==> src/rtl/addsub_pkg.sv <==
// Shared definitions for the add/subtract arbiter: op encodings, FSM states
// and the add/sub/SLT evaluation used on the accept cycle.
package addsub_pkg;

  localparam int W = 32;

  localparam logic [1:0] OP_ADD = 2'b00;
  localparam logic [1:0] OP_SUB = 2'b01;
  localparam logic [1:0] OP_SLT = 2'b11;

  typedef enum logic {
    IDLE = 1'b0,
    FULL = 1'b1
  } state_t;

  typedef struct packed {
    logic [W-1:0] result;
    logic         zero;
    logic         overflow;
    logic         cout;
  } alu_res_t;

  // ctl0 inverts B and injects the carry; ctl1 selects the raw sign bit (SLT).
  // Encoding 2'b10 has ctl0=0, so it evaluates as ADD with a sign-bit result
  // suppressed below to keep it a plain ADD.
  function automatic alu_res_t alu_f(input logic [W-1:0] a,
                                     input logic [W-1:0] b,
                                     input logic [1:0]   op);
    alu_res_t       r;
    logic [W-1:0]   b_eff;
    logic [W:0]     sum;
    logic           ctl0;
    logic           slt;
    ctl0  = op[0];
    slt   = (op == OP_SLT);
    b_eff = ctl0 ? ~b : b;
    sum   = {1'b0, a} + {1'b0, b_eff} + {{W{1'b0}}, ctl0};
    r.cout     = sum[W];
    r.overflow = (a[W-1] == b_eff[W-1]) && (sum[W-1] != a[W-1]);
    r.result   = slt ? {{(W-1){1'b0}}, sum[W-1]} : sum[W-1:0];
    r.zero     = (r.result == {W{1'b0}});
    return r;
  endfunction

endpackage

==> src/rtl/addsub_rr_arb.sv <==
// Combinational round-robin picker: first request at or after the pointer,
// wrapping modulo NREQ. The pointer register lives in the parent.
module addsub_rr_arb #(
  parameter int NREQ = 2,
  parameter int IDW  = 3
) (
  input  logic [NREQ-1:0] req_i,
  input  logic [IDW-1:0]  ptr_i,
  input  logic            en_i,
  output logic [NREQ-1:0] gnt_o,
  output logic [IDW-1:0]  idx_o
);

  logic [NREQ-1:0] rot_s;
  logic            found_s;
  logic [IDW:0]    sum_s;

  // Rotate so bit 0 is the pointer position, take the first set bit, map back.
  always_comb begin
    rot_s   = NREQ'({req_i, req_i} >> ptr_i);
    idx_o   = '0;
    found_s = 1'b0;
    sum_s   = '0;
    for (int k = 0; k < NREQ; k++) begin
      if (en_i && !found_s && rot_s[k]) begin
        found_s = 1'b1;
        sum_s   = {1'b0, ptr_i} + (IDW+1)'(k);
        if (sum_s >= (IDW+1)'(NREQ)) begin
          sum_s = sum_s - (IDW+1)'(NREQ);
        end else begin
          sum_s = sum_s;
        end
        idx_o = IDW'(sum_s);
      end else begin
        found_s = found_s;
      end
    end
    if (found_s) begin
      gnt_o = NREQ'(1) << idx_o;
    end else begin
      gnt_o = '0;
    end
  end

endmodule

==> src/rtl/addsub_arbiter.sv <==
// Round-robin shared 32-bit ADD/SUB/SLT unit with one registered result slot.
// Optional per-requester grant and stall counters: ADDSUB_ARBITER_STATS_EN.
module addsub_arbiter
  import addsub_pkg::*;
#(
  parameter int NREQ = 2,
  parameter int IDW  = 3
) (
  input  logic              clk,
  input  logic              reset_n,
  input  logic [NREQ-1:0]   req_valid,
  output logic [NREQ-1:0]   req_ready,
  input  logic [W*NREQ-1:0] req_a,
  input  logic [W*NREQ-1:0] req_b,
  input  logic [2*NREQ-1:0] req_op,
  output logic              resp_valid,
  input  logic              resp_ready,
  output logic [IDW-1:0]    resp_id,
  output logic [W-1:0]      resp_result,
  output logic              resp_zero,
  output logic              resp_overflow,
  output logic              resp_cout
`ifdef ADDSUB_ARBITER_STATS_EN
 ,output logic [16*NREQ-1:0] stat_grants,
  output logic [15:0]        stat_stall
`endif
);

  state_t          state_q;
  logic [IDW-1:0]  ptr_q;
  logic [IDW-1:0]  ptr_d;
  logic            resp_valid_q;
  logic [IDW-1:0]  resp_id_q;
  alu_res_t        res_q;

  logic            grant_en_s;
  logic [NREQ-1:0] gnt_s;
  logic [IDW-1:0]  win_s;
  logic [W-1:0]    a_s;
  logic [W-1:0]    b_s;
  logic [1:0]      op_s;
  alu_res_t        alu_s;

  // A grant is possible from IDLE, or from FULL when the held result drains.
  always_comb begin
    case (state_q)
      IDLE:    grant_en_s = reset_n;
      FULL:    grant_en_s = reset_n & resp_ready;
      default: grant_en_s = 1'b0;
    endcase
  end

  addsub_rr_arb #(
    .NREQ (NREQ),
    .IDW  (IDW)
  ) u_arb (
    .req_i (req_valid),
    .ptr_i (ptr_q),
    .en_i  (grant_en_s),
    .gnt_o (gnt_s),
    .idx_o (win_s)
  );

  assign req_ready = gnt_s;

  // Steer the winner's operands into the shared datapath.
  always_comb begin
    a_s  = '0;
    b_s  = '0;
    op_s = OP_ADD;
    for (int k = 0; k < NREQ; k++) begin
      if (gnt_s[k]) begin
        a_s  = req_a[W*k +: W];
        b_s  = req_b[W*k +: W];
        op_s = req_op[2*k +: 2];
      end else begin
        op_s = op_s;
      end
    end
    alu_s = alu_f(a_s, b_s, op_s);
  end

  // Pointer advances past the winner, wrapping at NREQ.
  always_comb begin
    if (win_s == IDW'(NREQ-1)) begin
      ptr_d = '0;
    end else begin
      ptr_d = win_s + IDW'(1);
    end
  end

  // Result slot FSM: a grant always loads; an undrained slot holds.
  always_ff @(posedge clk or negedge reset_n) begin
    if (!reset_n) begin
      state_q      <= IDLE;
      ptr_q        <= '0;
      resp_valid_q <= 1'b0;
      resp_id_q    <= '0;
      res_q        <= '0;
    end else if (|gnt_s) begin
      state_q      <= FULL;
      ptr_q        <= ptr_d;
      resp_valid_q <= 1'b1;
      resp_id_q    <= win_s;
      res_q        <= alu_s;
    end else begin
      case (state_q)
        FULL: begin
          if (resp_ready) begin
            state_q      <= IDLE;
            resp_valid_q <= 1'b0;
          end else begin
            state_q      <= FULL;
            resp_valid_q <= 1'b1;
          end
        end
        default: begin
          state_q      <= IDLE;
          resp_valid_q <= 1'b0;
        end
      endcase
    end
  end

  assign resp_valid    = resp_valid_q;
  assign resp_id       = resp_id_q;
  assign resp_result   = res_q.result;
  assign resp_zero     = res_q.zero;
  assign resp_overflow = res_q.overflow;
  assign resp_cout     = res_q.cout;

`ifdef ADDSUB_ARBITER_STATS_EN
  logic [15:0] grant_cnt_q [NREQ];
  logic [15:0] stall_cnt_q;

  // Saturating grant and back-pressure counters.
  always_ff @(posedge clk or negedge reset_n) begin
    if (!reset_n) begin
      for (int k = 0; k < NREQ; k++) begin
        grant_cnt_q[k] <= 16'h0000;
      end
      stall_cnt_q <= 16'h0000;
    end else begin
      for (int k = 0; k < NREQ; k++) begin
        if (gnt_s[k] && (grant_cnt_q[k] != 16'hFFFF)) begin
          grant_cnt_q[k] <= grant_cnt_q[k] + 16'd1;
        end
      end
      if (resp_valid_q && !resp_ready && (stall_cnt_q != 16'hFFFF)) begin
        stall_cnt_q <= stall_cnt_q + 16'd1;
      end
    end
  end

  // Flatten the per-requester counters onto the output bus.
  always_comb begin
    stat_grants = '0;
    for (int k = 0; k < NREQ; k++) begin
      stat_grants[16*k +: 16] = grant_cnt_q[k];
    end
  end

  assign stat_stall = stall_cnt_q;
`endif

endmodule
==> config.mk <==
export PLATFORM = sky130hd
export DESIGN_NAME = addsub_arbiter
export DESIGN_NICKNAME = d
export VERILOG_FILES = /design/src/rtl/addsub_pkg.sv /design/src/rtl/addsub_rr_arb.sv /design/src/rtl/addsub_arbiter.sv
export SDC_FILE = /design/constraint.sdc
export NUM_CORES = 1
export LEC_CHECK = 0
export BUFFER_PORTS_ARGS = -buffer_cell sky130_fd_sc_hd__buf_2
export CORE_AREA = 2 2 96 98
export DETAILED_ROUTE_END_ITERATION = 8
export DIE_AREA = 0 0 98 100
export GPL_ROUTABILITY_DRIVEN = 0
export HOLD_SLACK_MARGIN = 0.03
export PLACE_DENSITY_LB_ADDON = 0.3
export SLEW_MARGIN = 5
export SYNTH_ARGS = -nofsm -noshare
export SYNTH_HDL_FRONTEND = slang
export SYNTH_SLANG_ARGS = --single-unit
export TNS_END_PERCENT = 20
==> constraint.sdc <==
create_clock -name clk -period 8 [get_ports clk]
set_input_delay 1.6 -clock clk [delete_from_list [all_inputs] [get_ports clk]]
set_output_delay 1.6 -clock clk [all_outputs]
set_load 0.02 [all_outputs]
* Yosys cells after proc, flatten, opt, wreduce, memory -nomap -nowiden
Cells that the tools add are included.
Storage, ports and cells: bits in registers 42, output and inout port bits 41
Operators by class: order comparisons 2, bitwise gates (word level) 3, multiplexer cells 20, reductions and logical operators 7, add/subtract/negate cells 6, shift operators 2, eq/ne operators 4
Operators with widths (number):
- 2-to-1 mux 32 bit | 6
- adder 32 x 32 -> 33 bit | 1
- adder 33 x 1 -> 33 bit | 1
- zero test 32 bit | 1
- NOT 32 bit | 1
- 2-to-1 mux 3 bit | 5
- 2-to-1 mux 2 bit | 3
- subtractor 3 x 2 -> 3 bit (second input constant) | 2
- 2-to-1 mux 1 bit | 5
- adder 3 x 1 -> 4 bit (second input constant) | 1
- >= comparator 4 x 2 -> 1 bit (second input constant) | 1
- logical AND 1 bit | 4
- right shift 4 x 3 -> 2 bit | 1
- adder 3 x 1 -> 3 bit (second input constant) | 1
- equality test 3 x 1 -> 1 bit (second input constant) | 1
- >= comparator 3 x 2 -> 1 bit (second input constant) | 1
- left shift 1 x 3 -> 2 bit (first input constant) | 1
- equality test 2 bit (second input constant) | 1
- one-hot mux 1 bit (2 select lines) | 1
- OR reduction 2 bit | 1
- bitwise AND 1 bit | 1
- equality test 1 bit | 1
- zero test 1 bit | 1
- != test 1 bit | 1
- NOT 1 bit | 1

* Depth between registers and ports, before layout
depth after elaboration 18, mapped depth 24, depth with buffers taken out 22

* Cells and area by module
Synthesis repeated with hierarchy kept, for this count alone.
Unflattened totals: cell total of the unflattened synthesis 592, area, all modules 4802.1 µm²
By module, submodules not included:
- addsub_arbiter | times used 1, area each 4541.9 µm², cells an instance 556
- addsub_rr_arb | times used 1, area each 260.2 µm², cells an instance 36

* Worst setup path before layout
Ideal clock, no wire load.
kind input to register, from in req_valid[1], to reg res_q, in the netlist resp_zero, data arrival time 6.035 ns, path slack 1.874 ns, library setup time 0.092 ns, path buffers 1, cell stages on the path 20, path through nand3b_1 -> o22ai_4 -> nand3_1 -> mux2_2 -> nor2_1 -> clkbuf_1 -> a22oi_1 -> xnor2_1 -> fa_1 -> a21o_1 -> a221oi_2 -> nand4b_2 -> a31oi_1 -> xor2_1 -> nor3b_1 -> nand4_1 -> or4_1 -> o21ai_1 -> nand4_1 -> o31ai_2
Between the ends: word-level cells in the longest chain between the ends 17, elaborated cells between the ends (all ways) 25
RTL lines:
- start, declared | line addsub_arbiter.sv:11 | input logic [NREQ-1:0] req_valid,
- right shift 4 x 3 -> 2 bit * | line addsub_rr_arb.sv:20 | rot_s = NREQ'({req_i, req_i} >> ptr_i);
- logical AND 1 bit | line addsub_rr_arb.sv:25 | if (en_i && !found_s && rot_s[k]) begin
- 2-to-1 mux 1 bit | line addsub_rr_arb.sv:25
- zero test 1 bit | line addsub_rr_arb.sv:25
- logical AND 1 bit (2 in series) | line addsub_rr_arb.sv:25
- 2-to-1 mux 3 bit | line addsub_rr_arb.sv:25
- left shift 1 x 3 -> 2 bit | line addsub_rr_arb.sv:39 | gnt_o = NREQ'(1) << idx_o;
- 2-to-1 mux 2 bit * | line addsub_rr_arb.sv:38 | if (found_s) begin
- 2-to-1 mux 32 bit (2 in series) | line addsub_arbiter.sv:72 | if (gnt_s[k]) begin
- NOT 32 bit | line addsub_pkg.sv:36 | b_eff = ctl0 ? ~b : b;
- 2-to-1 mux 32 bit | line addsub_pkg.sv:36
- adder 32 x 32 -> 33 bit | line addsub_pkg.sv:37 | sum = {1'b0, a} + {1'b0, b_eff} + {{W{1'b0}}, ctl0};
- adder 33 x 1 -> 33 bit | line addsub_pkg.sv:37
- 2-to-1 mux 32 bit | line addsub_pkg.sv:40 | r.result = slt ? {{(W-1){1'b0}}, sum[W-1]} : sum[W-1:0];
- zero test 32 bit | line addsub_pkg.sv:41 | r.zero = (r.result == {W{1'b0}});
- end signal, assigned | line addsub_arbiter.sv:105 | res_q <= alu_s;
- end, declared | line addsub_arbiter.sv:34 | alu_res_t res_q;
Every way passes the cells marked *; elsewhere a longest branch is shown, timed or not. A chain may end at the register's enable or synchronous reset.

* Worst setup path after layout
Same ends and word-level chain as after synthesis.

==> impl_results.md <==
* Average cell area after synthesis at 8.03 µm²
* Final setup violation count at 0
* Headroom to the max-slew limit at 56.5%
* Leading post-synthesis cells by cell area: dfrtp_1, xnor2_1, ha_1, a22o_1, nand2_1
* Nets in the synthesized netlist at 761
* Largest net degree at the start of global routing at 70
* Worst reg-to-reg path cell count at 19
* Critical path's slowest cell: a311oi_1
* Family with the most delay on the worst path: simple AND/OR/NAND/NOR gates
* Area share of the largest cell type after synthesis at 22.2%
* Min Tclk post-route at 6.55 ns
* Area added between synthesis and finish at 22.9%
* Clock latency at the later pin of the worst-skew pair at 0.30 ns
* Share of the synthesized netlist area taken by xor and xnor gates at 12.0%
* Cell-by-cell trace of the critical path: buf_2, nand3b_1, o22ai_4, nand3_1, mux2_2, nor2_4, buf_4, a22oi_1, xnor2_1, ha_1, nand2_1, nor2_1, nand4b_2, a311oi_1, nor2_1, xnor2_1, or4_1, o21ai_1, nand4_1, o31ai_2
* Top-Level Pins at 178
* Main combinational cell family by area after synthesis: compound AO/OA/AOI/OAI gates
* Flip-flop and latch area at 1050 µm²
* Detailed-route DRC error count at 0
* Via count of the first global-routing pass at 4794
* Share of synthesized cell area in full adder, half adder and majority cells at 9.14%
* Sequential share of the synthesized area at 22.2%
* Summed instance area of the synthesized netlist at 4740 µm²
* Worst-path maximum fanout at 57
* Dominant register cell in the synthesized netlist: dfrtp_1
* Number of maximum-capacitance violations at 0
* Commonest cells post-synth: nand2_1, xnor2_1, dfrtp_1
* Clock tree from TritonCTS: done
* Beginning of the worst hold path: resp_id[0]
* CTS sink cnt at 42
* Share of final-layout standard cells stronger than drive strength 1 at 28.2%
* Setup repair after global routing missed its margin: false
* Detailed Routing Iterations Pass 1 at 5
* Slack of the worst reg-to-reg path at 1.88 ns
* Slew at the pin closest to its max-slew limit at 0.649 ns
* Count of final max-slew check failures at 0
* Detailed router's first-iteration violation count at 408
* Number of clock buffers inserted by TritonCTS at 5
* Chip Height at 100 µm
* Initial cell density of the core at 53.3%
* Most frequent cell after synthesis: nand2_1
* Leading area contributor after synthesis: dfrtp_1
* Proportion of register bits with asynchronous set or reset after synthesis at 100%
* Worst hold path class: reg -> reg
* Multi-input combinational cell area at 3530 µm²
* Via density per instance at 6.15
* Number of distinct library cell variants in the gate-level netlist after synthesis at 62
* Reg clk slew, reported paths at 0.08 ns
* Data required time of the worst path at 8.21 ns
* Highest clock frequency the design can meet at 0.153 GHz
* Number of buffers added for setup after CTS at 0
* Syn Inst Count at 590
* Number of enable flip-flop cells after synthesis at 0
* Placed Instances at 845
* Detailed-route wire length at 14.0 mm
* Root buffer selected by CTS: clkbuf_8
* CTS hold repair buffers at 0
* GR Overflow Total at 0
* Terminus of the critical flop-to-flop path: resp_zero
* Post-detail-place hpwl at 11.3 mm
* Kind of critical path: in -> reg
* Worst R2R Start: ptr_q[0]
* Critical path endpoint: resp_zero
* Routed length per instance at 16.4 µm
* DP Area at 5690 µm²
* Final instance area at 5830 µm²
* Part of the cycle the worst path needs at 81.8%
* Ant diodes at 0
* Slowest cell delay on critical path at 0.55 ns
* Summed negative setup slack over all endpoints at 0 ns
* Critical path depth at 20
* Core Rows at 35
* Number of cells upsized or downsized after cts at 0
* Critical path buffer and inverter count at 2
* Global router's overall resource usage at 27.9%
* Number of buffer cells added on primary ports at 177
* Count of nets left with antenna violations after detail routing at 0
* Die boundary width at 98 µm
* Final setup skew at 0.00682 ns
* Die Area at 9800 µm²
* Outcome: finished, final reports clean
* Depth of the CTS H-tree at 2
* Core footprint at 8890 µm²
* Global-route wire length before repair at 22.8 mm
* Worst vdd ir at 0.129 mV
* Area fraction in compound gates after synthesis at 35.0%
* Warnings, synthesis at 0
* Number of cells in the finished layout apart from fillers at 853
* Post-synthesis simple-gate area fraction at 16.7%
* Power density of the placed cells at 316 nW/µm²
* Count of vias placed by the detailed router at 5243
* Worst setup SP type: primary input
* Startpoint of the most critical setup path: req_valid[1]
* Worst setup EP type: register
* Clock Path Buffers at 2
* Post-synthesis mux area share at 0.977%
* Initial antenna violation count at 0
* Flip-flop and latch count after synthesis at 42
* Final-stage net count at 912
* Arrival time of data at the critical path endpoint at 6.76 ns
* Fin. Hold Viols at 0
* Leakage at 2.90 nW
* Fillcell total at 793
-- final cells by class --
class / count / share of cell area (%)
clock buffer: 5 / 1.18
clock inverter: 3 / 1.18
sequential: 42 / 18.0
tap: 111 / 2.38
inverter: 11 / 0.709
timing repair buffer: 183 / 16.0
multi-input combinational: 498 / 60.5
-- worst min-delay path by stage --
stage,endpoint,slack (ns),cells past startpoint
2_1_floorplan,ptr_q[2],0.54,1
3_5_place_dp,resp_result[1],0.46,2
6_report,resp_id[0],0.48,1
3_3_place_gp,resp_result[1],0.46,2
4_1_cts,resp_result[1],0.48,2
5_1_grt,resp_id[0],0.50,1
-- through the flow --
step           util [%]  setup slack [ns]  power [mW]  hold WS, ns
2_1_floorplan         -              1.87        1.27        0.539
5_1_grt            65.5             0.965        1.99        0.495
6_report           65.5              1.45        1.84        0.475
3_5_place_dp       64.0              1.24        1.62        0.463
3_3_place_gp       64.0              1.40        1.59        0.457
4_1_cts            65.5              1.52        1.83        0.481
-- flip-flops by register name, summed over array words and instances (netlist names) --
| name | count |
|---|---|
| resp_result | 32 |
| ptr_q | 3 |
| resp_id | 3 |
| resp_cout | 1 |
| resp_overflow | 1 |
| resp_valid | 1 |
| resp_zero | 1 |
-- layout by cell type (no fill, tap or decap), types with 4 or more instances in the layout --
cell type / synthesis / layout
nand4_1: 11 / 11
buf_2: 2 / 177
xnor2_1: 49 / 49
ha_1: 33 / 33
and2_1: 5 / 5
a31oi_1: 9 / 9
nor2_1: 27 / 25
and3_1: 6 / 6
clkbuf_8: 0 / 5
nor3_1: 7 / 7
o21ai_0: 34 / 34
a211oi_1: 6 / 6
inv_1: 11 / 11
a41oi_1: 4 / 4
a21oi_1: 37 / 37
nand2_1: 77 / 77
o21bai_1: 6 / 6
o21a_1: 4 / 4
nand2b_1: 8 / 8
dfrtp_1: 42 / 42
a22o_1: 37 / 37
xor2_1: 13 / 13
a21o_1: 19 / 19
a22oi_1: 31 / 31
buf_4: 0 / 6
nand3_1: 10 / 10
o31ai_1: 14 / 14
-- cells by family after synthesis --
| kind of cell | count (synthesis) |
|---|---|
| simple gates | 167 |
| mux | 4 |
| compound gates | 230 |
| xor+xnor | 63 |
| fa+ha+maj | 34 |
| flops | 42 |
| buf+inv | 50 |
-- metal layers --
metal | global-route usage, % | share of wire [%] | vias to the layer above
met1 | 39.3 | 44 | 2390
met2 | 45.7 | 46 | 305
met4 | 7.69 | 2.3 | 0
met3 | 3.13 | 8.5 | 42
li1 | - | - | 2506
met5 | 0 | 0 | -
-- where the power goes --
part / internal [mW] / switching (mW)
logic: 0.493 / 0.810
registers: 0.288 / 0.0517
clock network: 0.125 / 0.0762
Power figures use the tool's default switching activity.
